File: config.mk
export PLATFORM = sky130hd
export DESIGN_NAME = fetch_unit
export DESIGN_NICKNAME = d
export VERILOG_FILES = /design/src/rtl/fetch_unit_pkg.sv /design/src/rtl/fetch_queue.sv /design/src/rtl/fetch_unit.sv
export SDC_FILE = /design/constraint.sdc
export NUM_CORES = 1
export LEC_CHECK = 0
export BUFFER_PORTS_ARGS = -buffer_cell sky130_fd_sc_hd__buf_2
export CAP_MARGIN = 20
export CORE_UTILIZATION = 40
export CTS_BUF_LIST = sky130_fd_sc_hd__clkbuf_4 sky130_fd_sc_hd__clkbuf_8
export DETAILED_ROUTE_END_ITERATION = 10
export HOLD_SLACK_MARGIN = 0.08
export PLACE_DENSITY_LB_ADDON = 0.12
export SYNTH_ARGS = -nofsm -noshare
export SYNTH_HDL_FRONTEND = slang
export SYNTH_SLANG_ARGS = --single-unit
File: constraint.sdc
create_clock -name clk -period 4.25 [get_ports clk]
set_input_delay 0.85 -clock clk [delete_from_list [all_inputs] [get_ports clk]]
set_output_delay 0.85 -clock clk [all_outputs]
set_load 0.02 [all_outputs]
File: src/rtl/fetch_unit_pkg.sv
// Shared fetch-stage constants: widths, reset PC, queue depth and instruction size.
package fetch_unit_pkg;

    localparam int unsigned ADDR_WIDTH = 32;
    localparam int unsigned INST_WIDTH = 32;
    localparam logic [31:0] RESET_PC   = 32'h0000_0000;
    localparam int unsigned FQ_DEPTH   = 4;
    localparam int unsigned INST_BYTES = 4;

endpackage

File: src/rtl/fetch_queue.sv
// Small synchronous FIFO holding fetched {pc, instruction} entries for decode.
module fetch_queue #(
    parameter int unsigned DATA_WIDTH = 64,
    parameter int unsigned DEPTH      = 4
) (
    input  logic                         clk,
    input  logic                         reset_n,
    input  logic                         push,
    input  logic [DATA_WIDTH-1:0]        push_data,
    input  logic                         pop,
    input  logic                         clear,
    output logic [DATA_WIDTH-1:0]        head_data,
    output logic                         full,
    output logic                         empty,
    output logic [$clog2(DEPTH+1)-1:0]   count
);

    localparam int unsigned PTR_W = $clog2(DEPTH);
    localparam int unsigned CNT_W = $clog2(DEPTH + 1);

    logic [DATA_WIDTH-1:0] mem [DEPTH];
    logic [PTR_W-1:0]      wr_ptr;
    logic [PTR_W-1:0]      rd_ptr;
    logic [CNT_W-1:0]      cnt;
    logic                  do_push;
    logic                  do_pop;

    // Status flags and qualified push/pop strobes.
    always_comb begin
        empty     = (cnt == '0);
        full      = (cnt == CNT_W'(DEPTH));
        count     = cnt;
        head_data = mem[rd_ptr];
        do_push   = push && !clear;
        do_pop    = pop && !empty && !clear;
    end

    // Pointer and occupancy tracking; depth is a power of two so pointers wrap naturally.
    always_ff @(posedge clk or negedge reset_n) begin
        if (!reset_n) begin
            wr_ptr <= '0;
            rd_ptr <= '0;
            cnt    <= '0;
        end else if (clear) begin
            wr_ptr <= '0;
            rd_ptr <= '0;
            cnt    <= '0;
        end else begin
            if (do_push) begin
                wr_ptr <= wr_ptr + PTR_W'(1);
            end
            if (do_pop) begin
                rd_ptr <= rd_ptr + PTR_W'(1);
            end
            cnt <= cnt + CNT_W'(do_push) - CNT_W'(do_pop);
        end
    end

    // Entry storage; contents are only meaningful while counted as occupied.
    always_ff @(posedge clk) begin
        if (do_push) begin
            mem[wr_ptr] <= push_data;
        end
    end

endmodule

File: src/rtl/fetch_unit.sv
// Instruction fetch stage: credit-based in-order imem requests, fetch queue, decode-facing output.
module fetch_unit
    import fetch_unit_pkg::*;
#(
    parameter int unsigned           ADDR_WIDTH = fetch_unit_pkg::ADDR_WIDTH,
    parameter int unsigned           INST_WIDTH = fetch_unit_pkg::INST_WIDTH,
    parameter logic [ADDR_WIDTH-1:0] RESET_PC   = ADDR_WIDTH'(fetch_unit_pkg::RESET_PC),
    parameter int unsigned           FQ_DEPTH   = fetch_unit_pkg::FQ_DEPTH
) (
    input  logic                  clk,
    input  logic                  reset_n,
    output logic                  imem_req_valid,
    input  logic                  imem_req_ready,
    output logic [ADDR_WIDTH-1:0] imem_req_addr,
    input  logic                  imem_rsp_valid,
    input  logic [INST_WIDTH-1:0] imem_rsp_data,
    input  logic                  system_stall,
    input  logic                  system_flush,
    input  logic [ADDR_WIDTH-1:0] redirect_pc,
    input  logic                  source_not_ready,
    output logic [ADDR_WIDTH-1:0] pc_out,
    output logic [INST_WIDTH-1:0] instruction_out,
    output logic                  uop_valid_out
);

    localparam int unsigned           CNT_W      = $clog2(FQ_DEPTH + 1);
    localparam int unsigned           SUM_W      = CNT_W + 1;
    localparam int unsigned           ENTRY_W    = ADDR_WIDTH + INST_WIDTH;
    localparam logic [ADDR_WIDTH-1:0] PC_STEP    = ADDR_WIDTH'(INST_BYTES);
    localparam logic [ADDR_WIDTH-1:0] ALIGN_MASK = ~ADDR_WIDTH'(INST_BYTES - 1);

    logic [ADDR_WIDTH-1:0] fetch_pc;
    logic [ADDR_WIDTH-1:0] rsp_pc;
    logic [CNT_W-1:0]      outstanding;
    logic [CNT_W-1:0]      outstanding_nxt;
    logic [CNT_W-1:0]      drop_cnt;
    logic [CNT_W-1:0]      fq_count;
    logic                  fq_full;
    logic                  fq_empty;
    logic [ENTRY_W-1:0]    fq_head;
    logic                  req_fire;
    logic                  rsp_drop;
    logic                  fq_push;
    logic                  fq_pop;

    // Request credit, response routing and decode-facing output muxing.
    always_comb begin
        imem_req_valid  = 1'b0;
        imem_req_addr   = fetch_pc & ALIGN_MASK;
        req_fire        = 1'b0;
        rsp_drop        = 1'b0;
        fq_push         = 1'b0;
        fq_pop          = 1'b0;
        uop_valid_out   = 1'b0;
        pc_out          = '0;
        instruction_out = '0;

        // Every in-flight request owns a queue slot, so the queue cannot overflow.
        imem_req_valid = reset_n && !system_flush &&
                         ((SUM_W'(outstanding) + SUM_W'(fq_count)) < SUM_W'(FQ_DEPTH));
        req_fire       = imem_req_valid && imem_req_ready;

        rsp_drop = imem_rsp_valid && (system_flush || (drop_cnt != '0));
        uop_valid_out = !fq_empty && !system_flush;
        fq_pop        = uop_valid_out && !system_stall && !source_not_ready;
        fq_push       = imem_rsp_valid && !rsp_drop && (!fq_full || fq_pop);

        if (!fq_empty) begin
            pc_out          = fq_head[ENTRY_W-1:INST_WIDTH];
            instruction_out = fq_head[INST_WIDTH-1:0];
        end

        outstanding_nxt = outstanding + CNT_W'(req_fire) - CNT_W'(imem_rsp_valid);
    end

    // PC counters, in-flight count and stale-response drop count; flush redirects everything.
    always_ff @(posedge clk or negedge reset_n) begin
        if (!reset_n) begin
            fetch_pc    <= RESET_PC & ALIGN_MASK;
            rsp_pc      <= RESET_PC & ALIGN_MASK;
            outstanding <= '0;
            drop_cnt    <= '0;
        end else begin
            outstanding <= outstanding_nxt;
            if (system_flush) begin
                fetch_pc <= redirect_pc & ALIGN_MASK;
                rsp_pc   <= redirect_pc & ALIGN_MASK;
                drop_cnt <= outstanding_nxt;
            end else begin
                if (req_fire) begin
                    fetch_pc <= fetch_pc + PC_STEP;
                end
                if (fq_push) begin
                    rsp_pc <= rsp_pc + PC_STEP;
                end
                if (imem_rsp_valid && (drop_cnt != '0)) begin
                    drop_cnt <= drop_cnt - CNT_W'(1);
                end
            end
        end
    end

    fetch_queue #(
        .DATA_WIDTH (ENTRY_W),
        .DEPTH      (FQ_DEPTH)
    ) u_fetch_queue (
        .clk       (clk),
        .reset_n   (reset_n),
        .push      (fq_push),
        .push_data ({rsp_pc, imem_rsp_data}),
        .pop       (fq_pop),
        .clear     (system_flush),
        .head_data (fq_head),
        .full      (fq_full),
        .empty     (fq_empty),
        .count     (fq_count)
    );

endmodule
# After elaboration in Yosys (flattened, before gate mapping)
# Memories as Yosys holds them, arrays and structs flattened.
# Cells that the tools add are included.
dict set report classes {
  n_eq_ne 1
  n_reduce_logical 28
  n_mux 15
  order_cmp 1
  n_addsub 10
}
# operator n
set ops {}
lappend ops {{$mux W32} 6}
lappend ops {{$add A32 B3 Y32 const B} 2}
lappend ops {{$logic_and A1 B1 Y1} 13}
lappend ops {{$reduce_bool A2 Y1} 5}
lappend ops {{$mux W3} 3}
lappend ops {{$mux W2} 4}
lappend ops {{$add A3 B1 Y3} 2}
lappend ops {{$logic_not A1 Y1} 6}
lappend ops {{$sub A3 B1 Y3} 2}
lappend ops {{$add A2 B1 Y2 const B} 2}
lappend ops {{$add A3 B3 Y4} 1}
lappend ops {{$lt A4 B3 Y1 const B} 1}
lappend ops {{$eq A3 B3 Y1 const B} 1}
lappend ops {{$logic_not A3 Y1} 1}
lappend ops {{$reduce_bool A3 Y1} 1}
lappend ops {{$sub A3 B1 Y3 const B} 1}
lappend ops {{$logic_or A1 B1 Y1} 2}
lappend ops {{$mux W1} 2}
dict set report totals {
  n_memories 1
  ram_bits 256
  regBits 77
}
# name depth width read_ports rd_ports_with_merged_regs write_ports line
set memory_table {}
lappend memory_table {u_fetch_queue.mem 4 64 1 0 1 fetch_queue.sv:21} ;# logic [DATA_WIDTH-1:0] mem [DEPTH];

# Depth between registers and ports, before layout
dict set report depth {
  depth_word 11
  ltp_mapped 14
  ltp_nobuf 12
}

# Hierarchy
# Synthesis repeated with hierarchy kept, for this count alone.
dict set report unflattened {
  cells_unflattened 881
  area_unflattened_um2 14134.8
}
# mod cells_per_inst n_inst seq_area_each_um2 area_per_inst_um2
set by_module_without_submodules {}
lappend by_module_without_submodules {fetch_queue 379 1 7862.5 9736.8}
lappend by_module_without_submodules {fetch_unit 502 1 1651.6 4398.0}

# Worst setup path after synthesis
# No wires, ideal clock.
dict set report synth_timing {
  kind {in2reg}
  startpoint {input port system_stall}
  endpoint {memory u_fetch_queue.mem[0][0] (enable)}
  t_required_ps 3823
  arrival_time_ps 3344
  slack_ps 480
  cell_stages 6
  setup_ps 427
  path_cell_list {or2_1 > a31o_2 > inv_2 > buf_2 > buf_2 > and2_1}
}
dict set report synth_between {
  elab_chain_len 8
}
# element line
set synth_lines {}
lappend synth_lines {{start, declared} fetch_unit.sv:17} ;# input logic system_stall,
lappend synth_lines {{$logic_not A1 Y1} fetch_unit.sv:65} ;# fq_pop = uop_valid_out && !system_stall && !source_not_ready;
lappend synth_lines {{$logic_and A1 B1 Y1 (2 in series)} fetch_unit.sv:65}
lappend synth_lines {{$logic_or A1 B1 Y1} fetch_unit.sv:66} ;# fq_push = imem_rsp_valid && !rsp_drop && (!fq_full || fq_pop);
lappend synth_lines {{$logic_and A1 B1 Y1} fetch_unit.sv:66}
lappend synth_lines {{$logic_and A1 B1 Y1} fetch_queue.sv:34} ;# do_push = push && !clear;
lappend synth_lines {{$mux W1} fetch_queue.sv:61} ;# if (do_push) begin
lappend synth_lines {{$mux W1 (not written as such)} fetch_queue.sv:62} ;# mem[wr_ptr] <= push_data;
lappend synth_lines {{end, declared} fetch_queue.sv:21}
# No other way between the ends.

# Final worst setup path
dict set report layout_timing {
  startpoint {register u_fetch_queue.rd_ptr[0]}
  endpoint {output port pc_out[27]}
}
dict set report layout_between {
  elab_chain_len 2
}
# element line
set layout_lines {}
lappend layout_lines {{start, declared} fetch_queue.sv:23} ;# logic [PTR_W-1:0] rd_ptr;
lappend layout_lines {{start signal, assigned} fetch_queue.sv:53} ;# rd_ptr <= rd_ptr + PTR_W'(1);
lappend layout_lines {{$mem_v2 Z4 W64} n/a}
lappend layout_lines {{$mux W32} fetch_unit.sv:68} ;# if (!fq_empty) begin
lappend layout_lines {{end, declared} fetch_unit.sv:21} ;# output logic [ADDR_WIDTH-1:0] pc_out,
# No other way between the ends.

==> impl_metrics.py <==
metrics = {
    "sta": {
        "hold_viol": 0,
        "relSlewSlack_pct": 32.0,
        "worstMarginPinSlew_ns": 1.02,
        "setup_viol": 0,
        "max_freq_ghz": 0.292,
        "rsz0062_at_grt": "no",
        "setup_tns_ns": 0,
        "slew_violations": 0,
        "fin_crit_ns": 3.43,
        "fin_skew_ns": 0.0327,
        "fin_crit_sh_pct": 80.7,
        "setup_ws_ns": 0.822,
    },
    "yosys": {
        "ys_seq_elements": 321,
        "syn_avg_cell_area_um2": 15.6,
        "synthAdderAreaFrac_pct": 1.58,
        "yosys_warnings": 0,
        "synth_ff_type": "edfxtp_1",
        "synthXorXnorAreaFrac_pct": 1.09,
        "synth_top_family_by_area": "simple AND/OR/NAND/NOR gates",
        "yosys.area_share.simple_pct": 10.8,
        "synth_edf_count": 248,
        "syn_area_um2": 13600,
        "synth_mux_area_share_pct": 10.6,
        "synth_cells": 872,
        "synth_seq_area_share_pct": 68.0,
        "synth_cell_types": 53,
        "async_flop_share_pct": 22.7,
        "synth_compound_area_share_pct": 5.67,
    },
    "floorplan": {
        "start_util_pct": 40.7,
        "die_x_um": 187,
        "std_cell_rows": 67,
        "core_um2": 33500,
        "fp.dieH_um": 187,
        "die-area_um2": 34800,
        "io_pins": 169,
    },
    "grt": {
        "overflow": 0,
        "grt_pass1_vias": 8516,
        "antenna_found_initial": 0,
        "grt_max_degree": 63,
        "grt_first_pass_wirelength_um": 48300,
        "grt.total_usage_pct": 17.7,
    },
    "power_and_ir_drop": {
        "vdd_drop_max_uv": 225,
        "power_density_nw_per_um2": 488,
        "p_leak_uw": 0.00585,
    },
    "route": {
        "drt_iter0_markers": 462,
        "wl_um": 30100,
        "drc": 0,
        "avgViaCountPerCell": 5.27,
        "antenna_left": 0,
        "routedWlPerCell_um": 19.3,
        "route.vias.total": 8215,
        "firstDrtPassIters": 5,
    },
    "cts": {
        "cts_buffer_depth": 3,
        "path_clk_slew_ns": 0.06,
        "numClockSinks": 321,
        "ctsHtreeMaxLevel": 2,
        "cts_setup_buffers": 0,
        "postCtsResizedCells": 0,
        "cts_tree": "done",
        "numCtsBuffers": 53,
        "insertion_delay_ns": 0.58,
        "root_buffer": "clkbuf_8",
        "cts_hold_buf": 0,
    },
    "place": {
        "dp_hpwl_um": 18800,
        "io_buffers": 162,
        "gp_congestion": 0.790,
        "pre_cts_ws_ns": 0.786,
    },
    "critical_path": {
        "crit_required_ns": 3.40,
        "cp_max_fo": 25,
        "ff2ff_path_depth": 13,
        "end_kind": "output port",
        "cp-start-kind": "flop",
        "path_class": "reg -> out",
        "crit_arrival_ns": 2.58,
        "regToRegSetupSlack_ns": 1.20,
    },
    "hold_path": {
        "hold_class": "in -> async",
    },
    "cells_and_area": {
        "nets": 1154,
        "diodes": 0,
        "area_delta_synth_final_pct": 18.2,
        "drive_gt1_share_pct": 32.3,
    },
    "outcome": {
        "outcome": "finished, final reports clean",
    },
    "flow_run": {
        "max_cap_viol_count": 0,
    },
}
## per-stage QoR
stage	hold slack, ns	instance area, um2	power, uW	util [%]	instances
finish	0.141	16100	7860	48.0	1558
global route	0.137	16100	8250	48.0	1558
CTS	0.122	16100	7970	48.0	1558
detailed placement	0.542	15100	5280	44.9	1460
global placement	0.541	15000	5260	44.9	1459
floorplan	0.490	13600	4730	-	875
## routing by layer
layer / wire length (um) / vias up / track usage (%)
met3: 1600 / 46 / 2.95
met2: 13700 / 250 / 26.9
li1: - / 3783 / -
met1: 14300 / 4136 / 26.2
met5: 0 / - / 0
met4: 485 / 0 / 5.01
## cell type report
type | instances | area, um2
Clock buffer | 77 | 928
Clock inverter | 21 | 124
Fill cell | 2968 | 17400
Inverter | 19 | 71.3
Multi-Input combinational cell | 488 | 4090
Sequential cell | 321 | 9280
Tap cell | 448 | 561
Timing Repair Buffer | 184 | 1060
## path summary, 6_finish.rpt
| kind | end | from |
|---|---|---|
| max | pc_out[27] | u_fetch_queue.rd_ptr[0]$_DFFE_PN0P_ |
| min | fetch_pc[21]$_DFFE_PN0P_ | reset_n |
| max reg2reg | drop_cnt[2]$_DFFE_PN0P_ | u_fetch_queue.count[2]$_DFF_PN0_ |
| min reg2reg | outstanding[0]$_DFF_PN0_ | outstanding[0]$_DFF_PN0_ |
| max in group asynchronous | u_fetch_queue.rd_ptr[0]$_DFFE_PN0P_ | reset_n |
| min in group clk | u_fetch_queue.mem[2][1]$_DFFE_PP_ | imem_rsp_data[1] |
## cell usage in the layout, fill, tap and decap left out, types with 3 or more instances in the layout
cell type / instances
nand4_1: 18
or3_1: 6
a31oi_1: 9
xnor2_1: 10
clkinv_2: 5
ha_1: 14
nor2b_1: 63
buf_2: 161
nor3_1: 7
and2_2: 4
clkbuf_4: 21
xor2_1: 7
conb_1: 4
o21ai_0: 42
dfrtp_1: 71
o211ai_1: 19
a21oi_1: 11
clkbuf_8: 56
mux2_2: 3
o311ai_0: 20
nor2_1: 28
and2_1: 5
buf_4: 16
inv_1: 16
clkinv_1: 14
a31o_2: 7
nor4_4: 3
and3_1: 12
a41oi_1: 3
buf_12: 6
nand3_1: 32
edfxtp_1: 248
mux4_2: 62
nand2_1: 70
## synth_stat cells, drive strengths merged (11+ instances only)
| master | instances | area share, % |
|---|---|---|
| o311ai | 20 | 1.3 |
| o211ai | 19 | 1.0 |
| o21ai | 43 | 1.6 |
| inv | 18 | 0.50 |
| nand2 | 70 | 1.9 |
| nor2b | 63 | 2.9 |
| clkbuf | 22 | 0.61 |
| nand3 | 32 | 1.2 |
| mux4 | 62 | 10 |
| edfxtp | 248 | 55 |
| nand4 | 20 | 1.1 |
| nor2 | 28 | 0.77 |
| ha | 14 | 1.3 |
| and3 | 12 | 0.55 |
| a21oi | 11 | 0.40 |
| buf | 25 | 1.0 |
| dfrtp | 73 | 13 |
## worst max-delay path: stages (launching register included)
cell and delay, ns:
dfrtp_4 0.76, buf_4 0.37, mux4_2 0.53, nor2b_1 0.17, buf_2 0.17
## registers in the layout (all words and copies together) (netlist names)
name / flops
fetch_pc: 30
u_fetch_queue.rd_ptr: 2
u_fetch_queue.wr_ptr: 2
u_fetch_queue.count: 3
drop_cnt: 3
u_fetch_queue.mem: 248
outstanding: 3
rsp_pc: 30
## cells by family (layout without fill, tap and decap cells)
family / after synthesis / after routing
xor+xnor: 17 / 17
mux: 67 / 67
other cells: 1 / 4
flops: 321 / 321
simple gates: 267 / 267
buf+inv: 66 / 301
fa+ha+maj: 16 / 16
compound gates: 117 / 117
## power by group
part           switching [uW]  leakage (uW)  internal (uW)  total (uW)
logic                     841       0.00215            538        1380
clock network            1200      0.000564           1460        2660
registers                 212       0.00313           3600        3810
total                    2250       0.00585           5610        7860
Note: power is estimated with default switching activity, not from simulation.
